File: src/rtl/if_stage_fetch.sv
// Instruction-fetch stage: PC register, next-PC load, instruction-memory
// addressing, plus a program-load write sequencer and a fetch-freezing halt.
module if_stage_fetch #(
    parameter logic [31:0] RESET_PC = 32'd0,
    parameter int          ADDR_W   = 32
) (
    input  logic              clk,
    input  logic              reset,
    input  logic [31:0]       npc,
    input  logic              halt,
    input  logic              program_load,
    output logic [31:0]       pc,
    output logic [ADDR_W-1:0] pc_mem,
    output logic              i_write,
    output logic              i_enable
);

    logic [31:0]       pc_q;
    logic [31:0]       pc_d;
    logic [ADDR_W-1:0] load_cnt_q;
    logic [ADDR_W-1:0] load_cnt_d;
    logic [31:0]       pc_word;

    // Priority below reset: program_load > halt > normal fetch.
    always_comb begin
        pc_d       = pc_q;
        load_cnt_d = load_cnt_q;
        if (program_load) begin
            load_cnt_d = load_cnt_q + ADDR_W'(1);
        end else begin
            // Counter restarts from word 0 on the next load burst.
            load_cnt_d = '0;
            if (!halt) begin
                pc_d = npc & ~32'd3;
            end
        end
    end

    always_ff @(posedge clk) begin
        if (!reset) begin
            pc_q       <= RESET_PC;
            load_cnt_q <= '0;
        end else begin
            pc_q       <= pc_d;
            load_cnt_q <= load_cnt_d;
        end
    end

    assign pc_word = {2'b00, pc_q[31:2]};
    assign pc      = pc_q;

    // Memory strobes are combinational so the address tracks pc in the same cycle.
    always_comb begin
        pc_mem   = ADDR_W'(pc_word);
        i_enable = 1'b0;
        i_write  = 1'b0;
        if (reset) begin
            if (program_load) begin
                pc_mem   = load_cnt_q;
                i_enable = 1'b1;
                i_write  = 1'b1;
            end else if (!halt) begin
                i_enable = 1'b1;
            end
        end
    end

endmodule

File: config.mk
export PLATFORM = sky130hd
export DESIGN_NAME = if_stage_fetch
export DESIGN_NICKNAME = d
export VERILOG_FILES = /design/src/rtl/if_stage_fetch.sv
export SDC_FILE = /design/constraint.sdc
export NUM_CORES = 1
export LEC_CHECK = 0
export ABC_AREA = 1
export CAP_MARGIN = 10
export CELL_PAD_IN_SITES_DETAIL_PLACEMENT = 1
export CELL_PAD_IN_SITES_GLOBAL_PLACEMENT = 1
export CORE_UTILIZATION = 34
export CTS_CLUSTER_SIZE = 16
export DETAILED_ROUTE_END_ITERATION = 16
export GPL_ROUTABILITY_DRIVEN = 0
export PLACE_DENSITY = 0.86
export SYNTH_ARGS = -nofsm -noshare
export SYNTH_HDL_FRONTEND = slang
export SYNTH_SLANG_ARGS = --single-unit
File: constraint.sdc
create_clock -name clk -period 1.9 [get_ports clk]
set_input_delay 0.19 -clock clk [delete_from_list [all_inputs] [get_ports clk]]
set_output_delay 0.19 -clock clk [all_outputs]
set_load 0.05 [all_outputs]
==> impl_metrics.csv, run 1 <==
group,metric,value,unit
global_route,antenna_found_initial,0,
critical_path,crit_type,"flip-flop to output pin",
drt,final_antenna_net_count,0,
timing,clock.fmax,566,MHz
die,initial_core_util,0.354,
drt,viasPerCell,5.13,
synth,syn_inst,479,
layout,postLayoutCoreUtil,0.536,
die,rows,34,
die,core_area,8810,µm²
critical_path,ff2ff_path_depth,8,
die,die_w,97.8,µm
timing,grt_setup_unrepaired,"no",
timing,maxSlewHeadroom,0.382,
critical_path,path_delay_family,"buffers and inverters",
critical_path,timing.rr.start,"load_cnt_q[1]",
global_route,first_global_vias,3771,
clock_tree,htree_num_levels,3,
critical_path,slowest_delay,830,ps
critical_path,reg2reg_slack,370,ps
drt,first_iter_violations,117,
layout,layout.nets,614,
critical_path,critPathRequiredTime,1710,ps
die,dieHeight,97.8,µm
global_route,grt_util_all_layers,0.260,
critical_path,arrival,1580,ps
critical_path,cp_max_fo,3,
placed_design,dp.cells,674,
die,ios,102,
critical_path,cp_num_buf_inv,1,
timing,drv_slew,0,
placed_design,numPortBuffers,97,
drt,vias,3524,
run,drv_cap,0,
power_and_ir_drop,powerDensity,688,nW/µm²
clock_tree,postCtsSetupBuffers,0,
layout,layoutNonFillerInstCount,687,
timing,finalClockSkew,6.87,ps
global_route,grt_pass1_wl,19300,µm
synth,synth_seq_cells,62,
layout,num_antenna_cells,0,
timing,hold_ws,432,ps
drt,route.detailed.drc,0,
timing,worst_slew_pin_slew,927,ps
clock_tree,cts_resized,0,
clock_tree,clkTransAtPathRegs,70,ps
power_and_ir_drop,finalPower,3.25,mW
drt,finalWirelength,11900,µm
clock_tree,cts_buffer_depth,2,
critical_path,path_cells,"clkdlybuf4s50_1",
layout,drive_gt1_frac,0.150,
layout,area_delta_synth_final,51.4,%
critical_path,critPathCaptureType,"output pin",
clock_tree,worstSkewPairLatency,350,ps
critical_path,r2r_end,"load_cnt_q[24]",
clock_tree,clockRootBuffer,"clkbuf_8",
clock_tree,hold_buffers,0,
clock_tree,numClockSinks,62,
timing,fin_crit,1770,ps
clock_tree,cts_inserted_buffers,9,
timing,tns,0,ps
timing,finalSetupViolCount,0,
run_status,status,"completed",
timing,fin_crit_sh,0.930,
die,die_area,9560,µm²
critical_path,worstSetupStartpointType,"flip-flop",
synth,syn_area,3120,µm²
synth,yosysWarnings,0,
power_and_ir_drop,ir_worst_vdd,0.357,mV
global_route,grt_max_degree,38,
min_path,min_path_type,"input port to flip-flop",
min_path,min_from,"npc[24]",
placed_design,dp_hpwl,8680,µm
min_path,min_delay_worst_endpoint,"pc[24]",
critical_path,crit_path_top_delay_cell,"clkdlybuf4s50_1",
global_route,overflow,0,
clock_tree,cts_tree,"built",
drt,drtPass1Iterations,4,
synth,ys_seq_area_frac,0.398,
synth,ys_types,25,
min_path,worstHoldPathCells,3,
power_and_ir_drop,p_leak,1.85,nW
timing,finalHoldViolCount,0,
synth,synth_area_per_cell,6.51,µm²
drt,wl_per_cell,17.3,µm
## cell families (layout without fill, tap and decap cells)
kind of cell    after synthesis  count (layout)  share of synthesized area
flops                        62              62                      0.398
simple gates                285             285                      0.400
other cells                   1               2                    0.00120
buf+inv                      51             150                     0.0654
compound gates               77              77                      0.126
xor+xnor                      2               2                    0.00562
fa+ha+maj                     1               1                    0.00401
## state kept, by name, summed over array words and instances (netlist names)
register	count
load_cnt_q	32
pc	30
## worst min-delay path, cell delays in order
cell             delay, ps
clkdlybuf4s50_1        400
nor2_1                 100
nor2_1                  50
## placed cells by master, fill, tap and decap left out, drive strengths merged, types with 3 or more instances in the layout
cell,n
dfxtp,62
nor2,132
nand2,132
nand3,16
inv,31
clkdlybuf4s50,63
buf,43
a21oi,23
clkbuf,11
nor3,3
o21ai,51
## metrics by stage
stage	setup slack, ps	instance area [µm²]
global placement	178	4560
global route	46.8	4720
floorplan	143	3120
finish	134	4720
detailed placement	134	4560
CTS	124	4720
## worst max-delay path by stage
stage,start,endpoint,slack (ps),cells past startpoint
global placement,program_load,pc[2],180,5
CTS,pc[7],pc[7],120,1
floorplan,reset,pc_mem[3],140,3
finish,pc[12],pc[12],130,1
detailed placement,reset,pc_mem[6],130,5
global route,reset,pc_mem[19],50,6
## routing by layer
layer,vias to the layer above,wire [µm],share of wire,global-route usage
met4,0,310,0.026,0.110
li1,1688,-,-,-
met2,100,5990,0.50,0.467
met1,1709,5070,0.43,0.307
met3,27,502,0.042,0.0422
met5,-,0,0,0
## area by class of cell
type | count | area [µm²]
clock inverter | 2 | 10.0
tap | 108 | 135
fill | 1114 | 4080
multi-input combinational | 367 | 1680
inverter | 31 | 116
sequential | 62 | 1240
clock buffer | 11 | 151
timing repair buffer | 106 | 1390
## Yosys cell counts
cell	number	share of area
conb_1	1	0.0012
nand2_2	9	0.018
nand2_1	121	0.15
nor3_1	3	0.0048
buf_4	2	0.0048
and2_1	1	0.0020
o21bai_1	1	0.0024
dfxtp_1	62	0.40
nor2_2	4	0.0080
inv_1	27	0.033
nand3_1	16	0.026
o21a_1	2	0.0048
nor2_4	11	0.040
o21ai_0	48	0.077
xor2_1	2	0.0056
clkbuf_1	14	0.017
nor2_1	116	0.14
nor2_8	1	0.0064
o21ai_1	3	0.0048
nand2_4	2	0.0072
nand3b_1	1	0.0024
ha_1	1	0.0040
buf_2	4	0.0064
a21oi_1	23	0.037
inv_2	4	0.0048
## where the power goes
group          switching, mW  internal (mW)
Clock                  0.517          0.518
Sequential            0.0407           1.34
Combinational          0.497          0.332
Power figures use the tool's default switching activity.
==> run 2, diff against run 1 <==
Settings changed: PLACE_DENSITY 0.86 to default, PLACE_DENSITY_LB_ADDON from default to 0.1, SLEW_MARGIN from default to 20.
==> impl_metrics.csv, run 2 (synthesis gave the netlist of run 1 again) <==
group,metric,value,unit
layout,layout_commonest_cell,"nand2_1",
min_path,worstHoldPathCells,3,
drt,final_antenna_net_count,0,
clock_tree,cts_tree,"built",
critical_path,worstSetupStartpointType,"input port",
power_and_ir_drop,p_leak,1.88,nW
die,rows,34,
placed_design,numPortBuffers,97,
timing,fin_crit_sh,0.934,
critical_path,crit_type,"input port to output pin",
run_status,violations,"DRC",
global_route,antenna_found_initial,0,
timing,grt_setup_unrepaired,"no",
drt,drtPass1Iterations,10,
die,dieHeight,97.8,µm
run,drv_cap,0,
drt,route.detailed.drc,2,
timing,clock.fmax,563,MHz
drt,finalWirelength,10800,µm
drt,first_iter_violations,129,
timing,finalSetupViolCount,0,
clock_tree,worstSkewPairLatency,340,ps
min_path,min_path_type,"input port to flip-flop",
global_route,grt_max_degree,32,
placed_design,dp_hpwl,8240,µm
layout,num_antenna_cells,0,
critical_path,reg2reg_slack,420,ps
timing,finalClockSkew,5.50,ps
run_status,status,"finished with violations",
global_route,overflow,0,
layout,max_flop_register,"load_cnt_q",
critical_path,timing.rr.start,"load_cnt_q[1]",
min_path,min_delay_worst_endpoint,"pc[22]",
clock_tree,postCtsSetupBuffers,0,
layout,nFillCells,1117,
clock_tree,htree_num_levels,3,
critical_path,critPathRequiredTime,1710,ps
die,initial_core_util,0.354,
layout,area_delta_synth_final,53.6,%
clock_tree,clockRootBuffer,"clkbuf_8",
critical_path,critPathCaptureType,"output pin",
min_path,min_from,"npc[22]",
global_route,grt_pass1_wl,17900,µm
global_route,grt_util_all_layers,0.239,
layout,layoutNonFillerInstCount,689,
timing,worst_slew_pin_slew,930,ps
layout,largest_register_ffs,32,
clock_tree,cts_inserted_buffers,9,
placed_design,dp.cells,673,
drt,viasPerCell,4.96,
timing,maxSlewHeadroom,0.379,
global_route,first_global_vias,3584,
power_and_ir_drop,ir_worst_vdd,0.368,mV
timing,finalHoldViolCount,0,
drt,vias,3414,
clock_tree,numClockSinks,62,
layout,layout.nets,613,
critical_path,arrival,1580,ps
timing,hold_ws,429,ps
critical_path,ff2ff_path_depth,8,
timing,drv_slew,0,
clock_tree,cts_buffer_depth,2,
die,die_area,9560,µm²
clock_tree,clkTransAtPathRegs,70,ps
die,core_area,8810,µm²
timing,fin_crit,1770,ps
layout,final_cell_mix,"nand2_1, nor2_1, clkdlybuf4s50_1",
layout,drive_gt1_frac,0.151,
power_and_ir_drop,powerDensity,747,nW/µm²
placed_design,post-place-ws,72.9,ps
die,die_w,97.8,µm
die,ios,102,
timing,tns,0,ps
critical_path,cp_max_fo,30,
drt,wl_per_cell,15.7,µm
timing,worst_slack,125,ps
critical_path,r2r_end,"load_cnt_q[20]",
-- run 2: cell types whose count changed in the layout (fill, tap and decap cells not counted) --
cell       change
inv_2          -1
clkbuf_8       +1
clkinv_2       -1
bufinv_16      +2
buf_4          -1
inv_4          +1
clkbuf_1       +1
-- run 2: report_power, final --
group | switching (mW) | internal, mW | total [mW] | leakage (nW)
Combinational | 0.484 | 0.331 | 0.815 | 1.25
Sequential | 0.0416 | 1.34 | 1.39 | 0.506
Clock | 0.532 | 0.846 | 1.38 | 0.120
-- run 2: timing repair --
action	in CTS	in global routing
gates resized for setup	0	2
setup endpoints to repair	0	7
hold endpoints to repair	0	0
hold buffers	0	0
-- run 2: routing by layer --
| metal | wire, µm | share of wire | vias to the layer above | GRT usage |
|---|---|---|---|---|
| met1 | 5100 | 0.47 | 1636 | 0.307 |
| met5 | 0 | 0 | - | 0 |
| li1 | - | - | 1694 | - |
| met2 | 5010 | 0.46 | 72 | 0.396 |
| met4 | 149 | 0.014 | 0 | 0.0746 |
| met3 | 569 | 0.053 | 12 | 0.0573 |
-- run 2: layout make-up --
cell class                 count  area (µm²)  share of cell area
clock inverter                 3        65.1              0.0136
inverter                      31         119              0.0248
multi-input combinational    367        1680               0.350
timing repair buffer         105        1380               0.289
clock buffer                  13         169              0.0353
sequential                    62        1240               0.259
tap                          108         135              0.0282
-- run 2: how the worst max path moves through the flow --
stage / startpoint / end / slack [ps] / cells past startpoint
global placement: program_load / pc_mem[13] / 90 / 6
finish: program_load / pc_mem[4] / 130 / 5
CTS: program_load / pc_mem[13] / 60 / 6
detailed placement: program_load / pc_mem[13] / 70 / 6
floorplan: reset / pc_mem[3] / 140 / 3
global route: program_load / pc_mem[9] / 40 / 5
-- run 2: stage by stage --
stage	power, mW	util	cell area, µm²
6_report	3.58	0.544	4790
5_1_grt	3.71	0.544	4790
4_1_cts	3.61	0.544	4790
3_5_place_dp	2.23	0.517	4550
3_3_place_gp	2.22	0.517	4550
2_1_floorplan	1.83	-	3120
-- run 2: critical path, cell delays in order --
cell             delay [ps]
clkdlybuf4s50_1         500
nand2_2                 170
buf_12                  210
o21ai_0                 320
buf_12                  190
==> run 3, diff against run 2 <==
Settings changed: CORE_MARGIN from default to 4, MAX_ROUTING_LAYER from default to met4, SETUP_SLACK_MARGIN from default to 0.05.
==> impl_metrics.csv, run 3 (synthesis gave the netlist of run 1 again) <==
group,metric,value,unit
critical_path,crit_type,"flip-flop to output pin",
layout,drive_gt1_frac,0.153,
global_route,grt_pass1_wl,18900,µm
die,rows,34,
critical_path,worstSetupStartpointType,"flip-flop",
timing,finalHoldViolCount,0,
critical_path,reg2reg_slack,410,ps
die,dieHeight,104,µm
critical_path,cp_max_fo,3,
critical_path,cp_num_buf_inv,1,
drt,finalWirelength,11500,µm
layout,largest_register_ffs,32,
run,drv_cap,0,
layout,num_antenna_cells,0,
timing,maxSlewHeadroom,0.375,
die,die_area,10800,µm²
die,die_w,104,µm
global_route,overflow,0,
placed_design,numPortBuffers,97,
timing,drv_slew,0,
timing,clock.fmax,552,MHz
min_path,min_from,"npc[27]",
drt,final_antenna_net_count,0,
drt,wl_per_cell,16.7,µm
die,core_area,8810,µm²
layout,postLayoutCoreUtil,0.543,
critical_path,slowest_delay,860,ps
layout,area_delta_synth_final,53.3,%
drt,viasPerCell,4.97,
clock_tree,cts_tree,"built",
die,ios,102,
clock_tree,numClockSinks,62,
layout,max_flop_register,"load_cnt_q",
die,initial_core_util,0.354,
layout,layout.nets,614,
critical_path,critPathRequiredTime,1710,ps
timing,fin_crit_sh,0.953,
critical_path,timing.rr.start,"load_cnt_q[1]",
timing,worst_slew_pin_slew,936,ps
drt,drtPass1Iterations,4,
power_and_ir_drop,ir_worst_vdd,0.360,mV
placed_design,dp_hpwl,8770,µm
timing,fin_crit,1810,ps
critical_path,r2r_end,"load_cnt_q[30]",
clock_tree,cts_resized,0,
critical_path,critPathCaptureType,"output pin",
clock_tree,worstSkewPairLatency,340,ps
critical_path,arrival,1620,ps
timing,grt_setup_unrepaired,"yes",
run_status,status,"completed",
layout,layout_commonest_cell,"nand2_1",
clock_tree,postCtsSetupBuffers,0,
global_route,first_global_vias,3619,
clock_tree,clockRootBuffer,"clkbuf_8",
critical_path,path_cells,"clkdlybuf4s50_1",
min_path,min_path_type,"input port to flip-flop",
critical_path,startpoint,"pc[23]",
drt,route.detailed.drc,0,
layout,final_cell_mix,"nand2_1, nor2_1, clkdlybuf4s50_1",
timing,hold_ws,429,ps
layout,layoutNonFillerInstCount,690,
critical_path,cp.depth,1,
power_and_ir_drop,p_leak,1.87,nW
clock_tree,cts_buffer_depth,2,
timing,finalSetupViolCount,0,
critical_path,crit_path_top_delay_cell,"clkdlybuf4s50_1",
placed_design,dp.cells,674,
power_and_ir_drop,finalPower,3.51,mW
drt,first_iter_violations,79,
critical_path,crit_end,"pc[23]",
global_route,grt_max_degree,38,
global_route,antenna_found_initial,0,
timing,finalClockSkew,5.23,ps
clock_tree,hold_buffers,0,
global_route,grt_util_all_layers,0.224,
critical_path,ff2ff_path_depth,8,
drt,vias,3430,
timing,tns,0,ps
clock_tree,clkTransAtPathRegs,70,ps
critical_path,path_delay_family,"buffers and inverters",
clock_tree,cts_inserted_buffers,9,
power_and_ir_drop,powerDensity,735,nW/µm²
clock_tree,htree_num_levels,3,
run 3: routing by layer:
layer	routed length [µm]	vias to the layer above	track usage
met5	0	-	-
met2	5540	72	0.362
met3	486	11	0.0510
met1	5360	1654	0.285
met4	103	0	0.0541
li1	-	1693	-
run 3: how the worst min path moves through the flow:
stage	end	depth (start not counted)
6_report	pc[27]	3
3_5_place_dp	load_cnt_q[0]	1
4_1_cts	pc[8]	3
2_1_floorplan	pc[10]	2
5_1_grt	pc[21]	3
3_3_place_gp	load_cnt_q[0]	1
run 3: area by class of cell:
class	count	area, µm²
flip-flops and latches	62	1240
fillers	1120	4030
repair buffers	106	1390
multi-input cells	367	1680
inverters	31	119
well taps	108	135
clock inverters	4	70.1
clock buffers	12	145
run 3: where the power goes:
part / switching [mW] / total, mW / internal [mW]
registers: 0.0417 / 1.39 / 1.34
logic: 0.489 / 0.822 / 0.333
clock network: 0.535 / 1.31 / 0.772
total: 1.07 / 3.51 / 2.45
run 3: through the flow:
stage	area (µm²)	worst slack (ps)
finish	4780	90.0
global route	4780	44.9
CTS	4780	67.7
detailed placement	4560	65.0
global placement	4560	141
floorplan	3120	143
==> RTL change, RTL diff (settings of run 2) <==
Add an input register stage for `npc`, `halt` and `program_load`, cleared by the reset; this delays them by one clock.
--- a/src/rtl/if_stage_fetch.sv
+++ b/src/rtl/if_stage_fetch.sv
@@ -15,6 +15,22 @@
     output logic              i_enable
 );
 
+    logic [31:0] npc_q;
+    logic halt_q;
+    logic program_load_q;
+
+    always_ff @(posedge clk) begin
+        if (!reset) begin
+            npc_q          <= '0;
+            halt_q         <= '0;
+            program_load_q <= '0;
+        end else begin
+            npc_q          <= npc;
+            halt_q         <= halt;
+            program_load_q <= program_load;
+        end
+    end
+
     logic [31:0]       pc_q;
     logic [31:0]       pc_d;
     logic [ADDR_W-1:0] load_cnt_q;
@@ -25,13 +41,13 @@
     always_comb begin
         pc_d       = pc_q;
         load_cnt_d = load_cnt_q;
-        if (program_load) begin
+        if (program_load_q) begin
             load_cnt_d = load_cnt_q + ADDR_W'(1);
         end else begin
             // Counter restarts from word 0 on the next load burst.
             load_cnt_d = '0;
-            if (!halt) begin
-                pc_d = npc & ~32'd3;
+            if (!halt_q) begin
+                pc_d = npc_q & ~32'd3;
             end
         end
     end
@@ -55,11 +71,11 @@
         i_enable = 1'b0;
         i_write  = 1'b0;
         if (reset) begin
-            if (program_load) begin
+            if (program_load_q) begin
                 pc_mem   = load_cnt_q;
                 i_enable = 1'b1;
                 i_write  = 1'b1;
-            end else if (!halt) begin
+            end else if (!halt_q) begin
                 i_enable = 1'b1;
             end
         end
Behaviour: not the same (a bounded check fails within 4 cycles, from zero or initial values and one cycle with reset low).
==> RTL change against run 2 <==
  * Synthesized cell count increased by 20%
  * Synthesized area increased by 27%
  * Combinational power increased by 23%
  * Count of clock-buffer cells in the layout decreased by 3
  * Clock power increased by 42%
  * Sequential cell count increased by 32
  * Power increased by 42%
  * Design area increased by 19%
  * Routed wire length increased by 11%
  * Worst setup slack got worse by 26 ps
  * Hold slack got worse by 120 ps
  * Critical path type is now flip-flop to primary output
==> RTL change: results (changes against run 2) <==
Yosys
  – Sequential share of the synthesized area: 47.5% (was 39.8%)
  – Post-Syn Area per Cell: 6.86 um^2 (was 6.51 um^2)
  – Unique masters post-synth: 23 (was 25)
  – Adder-Cell Fraction of Synth Area: 0.316% (was 0.401%)
  – Xor/xnor cell area share of the yosys netlist: 0.442% (was 0.562%)
  – Synth cell count leaders: 160 x nand2_1, 118 x nor2_1, 94 x dfxtp_1 (was 121 x nand2_1, 116 x nor2_1, 62 x dfxtp_1)
  – Largest cells by area after synthesis: dfxtp_1 48%, nand2_1 15%, nor2_1 11%, o21ai_0 6.4%, inv_1 6.0% (was dfxtp_1 40%, nand2_1 15%, nor2_1 14%, o21ai_0 7.7%, nor2_4 4.0%)

Timing
  – Measured slew at the worst slew-check pin: 901 ps (was 930 ps)
  – Clock Skews: 4.03 ps (was 5.50 ps)

Global route
  – GR Layer Usage met1: 27.8% (was 30.7%)
  – Overall global routing resource usage: 21.7% (was 23.9%)
  – Global-route wire length before repair: 19700 um (was 17900 um)
  – Met2 Use GR: 36.2% (was 39.6%)

Setup path
  – Crit path from: pc[2] (was program_load)
  – RR Startpoint: load_cnt_q[18] (was load_cnt_q[1])
  – Critical path fanouts, max: 3 (was 30)
  – Largest stage delay, worst path: 840 ps (was 500 ps)
  – Reg2reg end: load_cnt_q[28] (was load_cnt_q[20])

Clock tree
  – Post-CTS Resized: 1 (was 0)
  – Root buffer selected by CTS: clkbuf_16 (was clkbuf_8)

Placement
  – Placed Cells: 801 (was 673)

Pwr
  – Leak pwr: 2.43 nW (was 1.88 nW)
  – Maximum VDD drop: 0.000410 V (was 0.000368 V)
  – Clock power share: 38.7% (was 38.5%)
  – Power per cell area: 888 nW/um^2 (was 747 nW/um^2)

Cells and area
  – Fillers: 1423 (was 1117)
  – Final nets: 706 (was 613)
  – Layout cells sized above 1: 11.0% (was 15.1%)

Status
  – Status: completed (was finished with violations)

Drt
  – First drt pass iteration count: 6 (was 10)
-- RTL change: cell types whose count changed in the layout (fill, tap and decap cells not counted), moves of 6 or more --
cell and change:
nand2_1 +39, clkbuf_16 +9, clkbuf_8 -11, nand2_2 -6
dfxtp_1 +32, inv_1 +36
-- RTL change: metrics by stage --
stage / instance area, um^2 / worst slack [ps]
after global placement: 5390 / 370
after floorplan: 3960 / 1.09
after detailed placement: 5390 / 355
after global routing: 5720 / -4.61
final: 5720 / 98.9
after CTS: 5710 / 14.7
-- RTL change: cell families after synthesis --
kind of cell             count (synthesis)
AND/OR/NAND/NOR                        315
flip-flops                              94
buffers and inverters                   88
AO/OA/AOI/OAI                           76
XOR/XNOR                                 2
adder cells (fa/ha/maj)                  1
other                                    1
-- RTL change: worst min-delay path, delay by kind of cell --
kind	cells	cell delay, ps
simple gates	1	220
compound gates	1	70
buf+inv	1	120
-- RTL change: worst min-delay path by stage --
stage          depth (start not counted)       from  slack, ps       endpoint
4_1_cts                                3      reset        280  load_cnt_q[9]
2_1_floorplan                          2       halt        290         halt_q
3_5_place_dp                           2  npc_q[22]        450         pc[22]
6_report                               3      reset        310  load_cnt_q[9]
5_1_grt                                3      reset        340  load_cnt_q[9]
3_3_place_gp                           2  npc_q[24]        440         pc[24]
-- RTL change: per-layer routing --
layer,vias to the layer above,routed length (um)
li1,1938,-
met1,1780,5600
met2,76,5790
met3,19,329
met4,0,286
met5,-,0
-- RTL change: area by class of cell --
class | count | area [um^2] | area share (%)
multi-input cells | 396 | 1730 | 30.3
repair buffers | 104 | 1370 | 23.9
flip-flops and latches | 94 | 1880 | 32.9
clock buffers | 10 | 239 | 4.18
well taps | 143 | 179 | 3.13
inverters | 64 | 243 | 4.24
clock inverters | 4 | 80.1 | 1.40
